## config.mk

```make
export PLATFORM = sky130hd
export DESIGN_NAME = gray_frame_capture
export DESIGN_NICKNAME = d
export VERILOG_FILES = /design/src/rtl/gray_frame_capture_pkg.sv /design/src/rtl/rgb565_to_gray.sv /design/src/rtl/gray_frame_capture.sv
export SDC_FILE = /design/constraint.sdc
export NUM_CORES = 1
export LEC_CHECK = 0
export BUFFER_PORTS_ARGS = -buffer_cell sky130_fd_sc_hd__buf_2
export CORE_UTILIZATION = 62
export DETAILED_ROUTE_END_ITERATION = 8
export PLACE_DENSITY = 0.81
export SLEW_MARGIN = 20
export SYNTH_ARGS = -nofsm -noshare
export SYNTH_HDL_FRONTEND = slang
export SYNTH_HIERARCHICAL = 1
export SYNTH_SLANG_ARGS = --single-unit
```

## constraint.sdc

```tcl
create_clock -name clk -period 4 [get_ports clk]
set_input_delay 0.6 -clock clk [delete_from_list [all_inputs] [get_ports clk]]
set_output_delay 0.6 -clock clk [all_outputs]
set_load 0.005 [all_outputs]
```

## src/rtl/gray_frame_capture_pkg.sv

```systemverilog
// Shared definitions for the gray frame capture path and the downstream
// window processor that reads the gray RAM.
package gray_frame_capture_pkg;

    typedef enum logic [1:0] {
        ST_IDLE    = 2'd0,
        ST_CAPTURE = 2'd1,
        ST_READY   = 2'd2
    } cap_state_t;

    localparam int unsigned IMG_W_DEF      = 240;
    localparam int unsigned IMG_H_DEF      = 130;
    localparam int unsigned GRAY_RAM_DEPTH = 32768;
    localparam int unsigned GRAY_ADDR_W    = 15;

    localparam logic [7:0] LUMA_R = 8'd77;
    localparam logic [7:0] LUMA_G = 8'd150;
    localparam logic [7:0] LUMA_B = 8'd29;

endpackage

```

## src/rtl/rgb565_to_gray.sv

```systemverilog
// Two-stage RGB565 to 8-bit luma: weighted products registered, then the
// 16-bit sum is registered with the top byte taken as the gray value.
module rgb565_to_gray
    import gray_frame_capture_pkg::*;
(
    input  logic        clk,
    input  logic        rst,
    input  logic        i_flush,
    input  logic        i_valid,
    input  logic [15:0] i_rgb565,
    output logic        o_valid,
    output logic [7:0]  o_gray
);

    logic [7:0]  w_r8;
    logic [7:0]  w_g8;
    logic [7:0]  w_b8;
    logic [15:0] w_sum;

    logic        r_v1;
    logic        r_v2;
    logic [15:0] r_pr;
    logic [15:0] r_pg;
    logic [15:0] r_pb;
    logic [7:0]  r_gray;

    // Replicating the channel MSBs into the low bits maps full scale to 255.
    assign w_r8  = {i_rgb565[15:11], i_rgb565[15:13]};
    assign w_g8  = {i_rgb565[10:5],  i_rgb565[10:9]};
    assign w_b8  = {i_rgb565[4:0],   i_rgb565[4:2]};
    assign w_sum = r_pr + r_pg + r_pb;

    always_ff @(posedge clk) begin
        if (rst) begin
            r_v1   <= 1'b0;
            r_v2   <= 1'b0;
            r_pr   <= '0;
            r_pg   <= '0;
            r_pb   <= '0;
            r_gray <= '0;
        end else begin
            r_v1 <= i_valid && !i_flush;
            r_v2 <= r_v1 && !i_flush;
            if (i_valid) begin
                r_pr <= {8'd0, LUMA_R} * {8'd0, w_r8};
                r_pg <= {8'd0, LUMA_G} * {8'd0, w_g8};
                r_pb <= {8'd0, LUMA_B} * {8'd0, w_b8};
            end
            if (r_v1) begin
                r_gray <= w_sum[15:8];
            end
        end
    end

    assign o_valid = r_v2;
    assign o_gray  = r_gray;

endmodule

```

## src/rtl/gray_frame_capture.sv

```systemverilog
// Captures a window of each video frame as 8-bit gray into a RAM and holds
// the frame for the window processor until it signals proc_done.
module gray_frame_capture
    import gray_frame_capture_pkg::*;
#(
    parameter int unsigned IMG_W = IMG_W_DEF,
    parameter int unsigned IMG_H = IMG_H_DEF,
    parameter int unsigned X_OFF = 0,
    parameter int unsigned Y_OFF = 0
)(
    input  logic        clk,
    input  logic        rst,
    input  logic        vs,
    input  logic        cv_de,
    input  logic [15:0] rgb565,
    input  logic        proc_done,
    output logic        wr_req,
    output logic [7:0]  gray_data_in,
    output logic [14:0] gray_data_addra,
    output logic        enable,
    output logic [7:0]  drop_cnt
);

    localparam logic [15:0] X_LO   = 16'(X_OFF);
    localparam logic [15:0] Y_LO   = 16'(Y_OFF);
    localparam logic [15:0] W16    = 16'(IMG_W);
    localparam logic [15:0] H16    = 16'(IMG_H);
    localparam logic [15:0] LAST   = 16'(IMG_W * IMG_H - 1);
    localparam logic [14:0] LAST_A = 15'(IMG_W * IMG_H - 1);

    generate
        if (IMG_W * IMG_H > GRAY_RAM_DEPTH) begin : g_size_check
            $error("gray_frame_capture: IMG_W*IMG_H exceeds gray RAM depth");
        end
    endgenerate

    cap_state_t  r_state;
    logic        r_vs_d;
    logic        r_de_d;
    logic [15:0] r_x_cnt;
    logic [15:0] r_y_cnt;
    logic [15:0] r_addr;
    logic [14:0] r_addr_p1;
    logic [14:0] r_addr_p2;
    logic        r_cap_d;
    logic [7:0]  r_drop;

    logic        w_vs_rise;
    logic        w_de_fall;
    logic [15:0] w_xrel;
    logic [15:0] w_yrel;
    logic        w_cap;
    logic        w_gray_valid;
    logic [7:0]  w_gray;

    assign w_vs_rise = vs && !r_vs_d;
    assign w_de_fall = r_de_d && !cv_de;
    // Offset-relative counts wrap below the offset, so one compare bounds both ends.
    assign w_xrel    = r_x_cnt - X_LO;
    assign w_yrel    = r_y_cnt - Y_LO;
    assign w_cap     = (r_state == ST_CAPTURE) && !w_vs_rise && cv_de &&
                       (w_xrel < W16) && (w_yrel < H16) && (r_addr <= LAST);

    always_ff @(posedge clk) begin
        if (rst) begin
            r_vs_d  <= vs;
            r_de_d  <= cv_de;
            r_x_cnt <= '0;
            r_y_cnt <= '0;
        end else begin
            r_vs_d <= vs;
            r_de_d <= cv_de;
            if (w_de_fall) begin
                r_x_cnt <= '0;
            end else if (cv_de) begin
                r_x_cnt <= r_x_cnt + 16'd1;
            end
            if (w_vs_rise) begin
                r_y_cnt <= '0;
            end else if (w_de_fall) begin
                r_y_cnt <= r_y_cnt + 16'd1;
            end
        end
    end

    always_ff @(posedge clk) begin
        if (rst) begin
            r_state <= ST_IDLE;
            r_addr  <= '0;
            r_drop  <= '0;
        end else begin
            unique case (r_state)
                ST_IDLE: begin
                    if (w_vs_rise) begin
                        r_state <= ST_CAPTURE;
                        r_addr  <= '0;
                    end
                end
                ST_CAPTURE: begin
                    if (w_vs_rise) begin
                        r_addr <= '0;
                        if (r_drop != '1) r_drop <= r_drop + 8'd1;
                    end else begin
                        if (w_cap) r_addr <= r_addr + 16'd1;
                        if (wr_req && (gray_data_addra == LAST_A)) r_state <= ST_READY;
                    end
                end
                ST_READY: begin
                    if (w_vs_rise && (r_drop != '1)) r_drop <= r_drop + 8'd1;
                    if (proc_done) r_state <= ST_IDLE;
                end
                default: r_state <= ST_IDLE;
            endcase
        end
    end

    // Address travels alongside the gray pipeline so the write is aligned.
    always_ff @(posedge clk) begin
        if (rst) begin
            r_cap_d   <= 1'b0;
            r_addr_p1 <= '0;
            r_addr_p2 <= '0;
        end else begin
            r_cap_d <= w_cap;
            if (w_cap)   r_addr_p1 <= r_addr[14:0];
            if (r_cap_d) r_addr_p2 <= r_addr_p1;
        end
    end

    rgb565_to_gray u_gray (
        .clk      (clk),
        .rst      (rst),
        .i_flush  (w_vs_rise && (r_state == ST_CAPTURE)),
        .i_valid  (w_cap),
        .i_rgb565 (rgb565),
        .o_valid  (w_gray_valid),
        .o_gray   (w_gray)
    );

    assign wr_req          = w_gray_valid;
    assign gray_data_in    = w_gray;
    assign gray_data_addra = r_addr_p2;
    assign enable          = (r_state == ST_READY);
    assign drop_cnt        = r_drop;

endmodule

```

==> results.md, run 1 <==
* Status: completed
* CP Capture Type: register
* HP Class: input pin to register
* Buf/Inv on CP at 3
* Pre-Repair DR Iteration Count at 5
* Drt total wl at 18950 µm
* Num CTS Buffers at 17
* Max H-tree Level at 4
* First-pass GRT wire length at 31710 µm
* Vias in the first global route at 6750
* Top delay family on crit path: adder cells
* Total GRT Usage at 26.54%
* Row cnt at 43
* Slew margin rel. at 43.97%
* Worst vdd ir at 0.3439 mV
* RSZ-0062 raised after global routing: false
* Post-Syn Area at 0.009128 mm²
* Post-synth EDFFs at 0
* NumNets Final at 1222
* Root buf cell: clkbuf_16
* Pwr dens at 405.0 mW/mm²
* Fin crit period at 3478 ps
* Die area at 0.01521 mm²
* Placed Cells at 1210
* CP Max Fanout at 4
* Fin Setup TNS at 0 ps
* Initial Util at 64.75%
* Synth Instances at 1009
* Slowest cell delay on critical path at 520 ps
* Via count at 7214
* Fin cells at 1242
* Pleak at 4.465 nW
* Sequential fraction of the synthesis area at 31.58%
* Worst-Margin Slew at 839.2 ps
* Required @ worst endpoint at 4320 ps
* # hold bufs at CTS at 0
* Crit-path cells: buf_2 > ha_1 > ha_1 > inv_1 > fa_1 > fa_1 > inv_1 > ha_1 > a21o_1 > a31o_2 > a221oi_2 > nor4_1 > a211o_1
* Clk Latency, worst-skew pair at 430 ps
* Routability cong. at 0.8515
* Critical path class: input pin to register
* Core area at 0.01410 mm²
* Die height at 123.3 µm
* Ys async rst share at 0%
* Slew Limit Fails at 0
* Reg clk slew, reported paths at 60 ps
* Initial DRC count at 531
* Hold Violations, Final at 0
* GRT overflow at 0
* Max Freq at 0.2876 GHz
* Dpl ws at 85.57 ps
* Synth Register Bits at 144
* Slowest-stage cell, CP: fa_1
* Die X at 123.3 µm
* Max-Cap Viols at 0
* Primary FF master, synth: dfxtp_1
* Maximum clock path buffer count at 2
* Ys Warns at 6
* Critical path's most frequent cell: ha_1
* Via/cell ratio at 5.808
* Wirelength per Cell at 15.26 µm
* Core Util, Final at 71.49%
* Ports at 54
* CP arrival at 3800 ps
* Detailed-route DRC error count at 0
* Syn_nets at 1182
* Largest cells by area after synthesis: dfxtp_1 (32%), ha_1 (16%), fa_1 (8.1%)
* Distinct cells, synth at 64
* Largest net degree at the start of global routing at 61
* Post-CTS Setup Inserts at 0
* Fin Clk Skew at 11.67 ps
* Period Utilization, post-route at 86.94%
* CTS tree: done
* Syn-to-layout area delta at 10.40%
* Routed Antenna Nets at 0
* Initial antenna violation count at 0
* Synth top area share at 31.58%
* Post-CTS sizing at 0
* Sink Count at 144
* Critical Path Source Type: input pin
* Synth area leader: dfxtp_1
* Mean cell area of the mapped netlist at 9.046 µm²
* Final hold slack at 322.9 ps
* HPWL Detailed at 13740 µm
* Ant diodes at 0
* Input/output buffers at 53
* Setup ws final at 522.4 ps
* # setup viols final at 0
* Ratio of cells with drive above 1 in the final layout at 10.36%
## per-stage QoR
stage	cell area [µm²]	power, mW
final	10080	4.081
after global routing	10080	4.303
after CTS	10080	4.094
after detailed placement	9508	2.559
after global placement	9508	2.530
after floorplan	9128	2.324
## cell usage after synthesis (9+ instances only)
master and n:
a21o_1 13, a21oi_1 58, clkbuf_1 27, dfxtp_1 144, fa_1 37, ha_1 115, inv_1 77, mux2i_1 43
nand2_1 78, nand3_1 25, nand4_1 15, nor2_1 117, nor2b_1 10, nor3_1 24, o21ai_0 17, or3_1 11
or4_1 9, xnor2_1 23, xor2_1 30
## routing by layer
layer	share of wire, %	vias to the layer above	global-route usage (%)
li1	-	3589	-
met5	0	-	0
met4	1.2	0	6.702
met2	45	179	41.31
met1	49	3425	37.45
met3	4.5	21	5.489
## cells in the final DEF, fill, tap and decap left out, types with 6 or more instances in the layout
master,netlist,final
a211oi_1,7,7
nand2b_1,8,8
nand2_1,78,78
or4_1,9,9
and3_1,8,7
o21bai_1,6,6
buf_4,2,7
fa_1,37,37
dfxtp_1,144,144
o31ai_1,7,7
or3_1,11,11
nor2b_1,10,10
a21o_1,13,13
inv_1,77,77
xnor2_1,23,23
nand4_1,15,15
mux2i_1,43,43
a21oi_1,58,58
ha_1,115,115
xor2_1,30,30
nand3_1,25,25
o21a_1,7,7
o21ai_0,17,17
nor3_1,24,24
clkbuf_16,0,17
nor4_1,8,8
a31o_2,6,6
nor2_1,117,117
buf_2,7,52
nand4b_1,6,6
## power by group
part | switching (mW) | internal, mW | leakage [nW]
logic | 0.596 | 0.454 | 3.03
clock network | 0.653 | 0.880 | 0.272
registers | 0.0305 | 1.47 | 1.16
## worst paths after layout
kind	to	depth (start not counted)	slack, ps	from
setup / recovery	u_gray/r_pg[14]	13	520	rgb565[7]
hold / removal	r_vs_d	1	320	vs
setup reg to reg	u_gray/r_pb[11]	8	1190	r_addr[6]
hold reg to reg	r_addr_p1[9]	2	460	r_addr_p1[9]
## worst reg2reg max path, cell delays in order (launching register included)
cell,delay [ps]
dfxtp_1,390
nand3_1,180
nor2_1,100
o31ai_1,570
and3_2,330
buf_4,530
nand2_1,100
or4_1,420
o311ai_0,100
## layout make-up
| cell class | count | area [µm²] |
|---|---|---|
| Multi-Input combinational cell | 750 | 5798 |
| Fill cell | 1104 | 4019 |
| Sequential cell | 144 | 2883 |
| Clock buffer | 18 | 439.2 |
| Timing Repair Buffer | 59 | 312.8 |
| Inverter | 77 | 289.0 |
| Tap cell | 180 | 225.2 |
| Clock inverter | 14 | 130.1 |
## cells by family (layout without fill, tap and decap cells)
group / Yosys count / after routing / synth area share, %
AO/OA/AOI/OAI: 164 / 164 / 11.93
XOR/XNOR: 53 / 53 / 5.086
AND/OR/NAND/NOR: 338 / 338 / 17.90
multiplexers: 43 / 43 / 4.716
adder cells (fa/ha/maj): 152 / 152 / 23.88
buffers and inverters: 115 / 168 / 4.907
flip-flops: 144 / 144 / 31.58
## flip-flops by register name, summed over array words and instances (netlist names), 13 cells and up
register,flops
r_addr,16
r_x_cnt,16
r_y_cnt,16
gray_data_addra,15
r_addr_p1,15
u_gray/r_pg,15
u_gray/r_pr,15
u_gray/r_pb,13
Note: power is estimated with default switching activity, not from simulation.
==> inputs of run 2 (changes only) <==
--- a/config.mk
+++ b/config.mk
@@ -10,5 +10,5 @@
 export DETAILED_ROUTE_END_ITERATION = 8
 export PLACE_DENSITY = 0.81
-export SLEW_MARGIN = 20
+export SLEW_MARGIN = 10
 export SYNTH_ARGS = -nofsm -noshare
 export SYNTH_HDL_FRONTEND = slang
==> constraint.sdc (replaced) <==
create_clock -name clk -period 4 [get_ports clk]
set_input_delay 0.8 -clock clk [delete_from_list [all_inputs] [get_ports clk]]
set_output_delay 0.8 -clock clk [all_outputs]
set_load 0.005 [all_outputs]
==> results.md, run 2 (synthesized netlist as in run 1, its figures left out) <==
* Pwr Total at 4.214 mW (was 4.081 mW)
* Pre-Repair DR Iteration Count at 5 (unchanged)
* Initial DRC count at 429 (was 531)
* Die X at 123.3 µm (unchanged)
* Clk Latency, worst-skew pair at 430 ps (about the same)
* Die area at 0.01521 mm² (unchanged)
* Fin crit period at 3600 ps (was 3478 ps)
* First-pass GRT wire length at 32250 µm (was 31710 µm)
* Num CTS Buffers at 17 (unchanged)
* Slew Limit Fails at 0 (unchanged)
* Register area at 0.002883 mm² (unchanged)
* Via/cell ratio at 5.782 (was 5.808)
* Reg clk slew, reported paths at 70 ps (was 60 ps)
* Wirelength per Cell at 15.13 µm (was 15.26 µm)
* Root buf cell: clkbuf_16 (unchanged)
* Fin cells at 1250 (was 1242)
* HP Class: register to register (was input pin to register)
* Initial antenna violation count at 0 (unchanged)
* Max-Cap Viols at 0 (unchanged)
* Fill cells at 1061 (was 1104)
* Core area at 0.01410 mm² (unchanged)
* Ports at 54 (unchanged)
* Input/output buffers at 53 (unchanged)
* Post-CTS Setup Inserts at 0 (unchanged)
* Max H-tree Level at 4 (unchanged)
* Hold Violations, Final at 0 (unchanged)
* Most common library cell in the layout ignoring fill and taps: dfxtp_1 (unchanged)
* Required @ worst endpoint at 4320 ps (about the same)
* Core Util, Final at 72.19% (was 71.49%)
* Via count at 7227 (was 7214)
* Critical Path Source Type: input pin (unchanged)
* Max Freq at 0.2777 GHz (was 0.2876 GHz)
* CP arrival at 3920 ps (was 3800 ps)
* Ant diodes at 0 (unchanged)
* Routed Antenna Nets at 0 (unchanged)
* Pwr dens at 414.1 mW/mm² (was 405.0 mW/mm²)
* Syn-to-layout area delta at 11.49% (was 10.40%)
* HPWL Detailed at 13720 µm (was 13740 µm)
* CP Capture Type: register (unchanged)
* Initial Util at 64.75% (unchanged)
* Commonest non-fill, non-tap cells in the layout: dfxtp_1 (144), nor2_1 (117), ha_1 (115) (unchanged)
* CP Max Fanout at 3 (was 4)
* Design area at 0.01018 mm² (was 0.01008 mm²)
* Routability cong. at 0.8673 (was 0.8515)
* Detailed-route DRC error count at 0 (unchanged)
* Drt total wl at 18910 µm (was 18950 µm)
* Status: completed (unchanged)
* Ratio of cells with drive above 1 in the final layout at 11.03% (was 10.36%)
* GRT overflow at 0 (unchanged)
* Die height at 123.3 µm (unchanged)
* Slew margin rel. at 41.39% (was 43.97%)
* Multi-input gate area at 0.005798 mm² (unchanged)
* Vias in the first global route at 6850 (was 6750)
* Placed cell area at 0.009568 mm² (was 0.009508 mm²)
* Fin Clk Skew at 11.57 ps (was 11.67 ps)
* Maximum clock path buffer count at 2 (unchanged)
* Largest net degree at the start of global routing at 66 (was 61)
* # setup viols final at 0 (unchanged)
* Worst-Margin Slew at 877.9 ps (was 839.2 ps)
* NumNets Final at 1230 (was 1222)
* Sink Count at 144 (unchanged)
* Total GRT Usage at 27.01% (was 26.54%)
* Pleak at 4.534 nW (was 4.465 nW)
* CTS tree: done (unchanged)
* Worst vdd ir at 0.2902 mV (was 0.3439 mV)
* Placed Cells at 1218 (was 1210)
* RSZ-0062 raised after global routing: false (unchanged)
* # hold bufs at CTS at 0 (unchanged)
* Critical path class: input pin to register (unchanged)
* Row cnt at 43 (unchanged)
* Post-CTS sizing at 0 (unchanged)
* Top Registers: r_addr: 16 flops, r_x_cnt: 16 flops, r_y_cnt: 16 flops (unchanged)
* Period Utilization, post-route at 90.01% (was 86.94%)
==> run 2: cell type report <==
type / instances / share of cell area, %
Timing Repair Buffer: 67 / 3.664
Sequential cell: 144 / 28.33
Clock inverter: 15 / 1.795
Tap cell: 180 / 2.213
Inverter: 77 / 2.840
Multi-Input combinational cell: 750 / 56.98
Clock buffer: 17 / 4.181
==> run 2: path summary, 6_finish.rpt <==
check	start	end	slack, ps	cells past startpoint
max	rgb565[0]	u_gray/r_pb[11]	400	15
min	r_addr_p1[5]	r_addr_p1[5]	460	2
max reg2reg	r_state[0]	r_addr[11]	1140	6
min reg2reg	r_addr_p1[5]	r_addr_p1[5]	460	2
==> run 2: layer usage <==
metal / GRT usage, % / wire (µm) / part of all wire [%] / vias up
met5: 0 / 0 / 0 / -
met4: 7.756 / 215 / 1.1 / 0
met2: 42.60 / 8588 / 45 / 182
met3: 4.520 / 853 / 4.5 / 20
li1: - / - / - / 3614
met1: 37.95 / 9251 / 49 / 3411
==> run 2: stage by stage <==
step                      hold slack [ps]  setup TNS (ps)  setup slack (ps)
after global routing                467.3               0             154.3
final                               456.8               0             399.6
after global placement              434.4               0             32.95
after detailed placement            448.5          -119.2            -58.57
after CTS                           456.2               0             411.2
after floorplan                     431.5               0             195.0
==> run 2: report_power, final <==
group          total, mW  internal [mW]  leakage (nW)  switching, mW
Clock               1.64          0.951         0.303          0.693
Sequential          1.50           1.47          1.16         0.0309
Combinational       1.07          0.474          3.07          0.598
Total               4.21           2.89          4.53           1.32
==> run 2: critical path, cell delays in order <==
cell and delay, ps:
buf_2 120, inv_1 90, fa_1 540, inv_1 40, ha_1 260, inv_1 50, fa_1 490, inv_1 40
ha_1 330, o21ai_1 120, a21boi_1 100, o21ai_1 220, a21oi_1 130, or4_1 500, o311ai_0 90
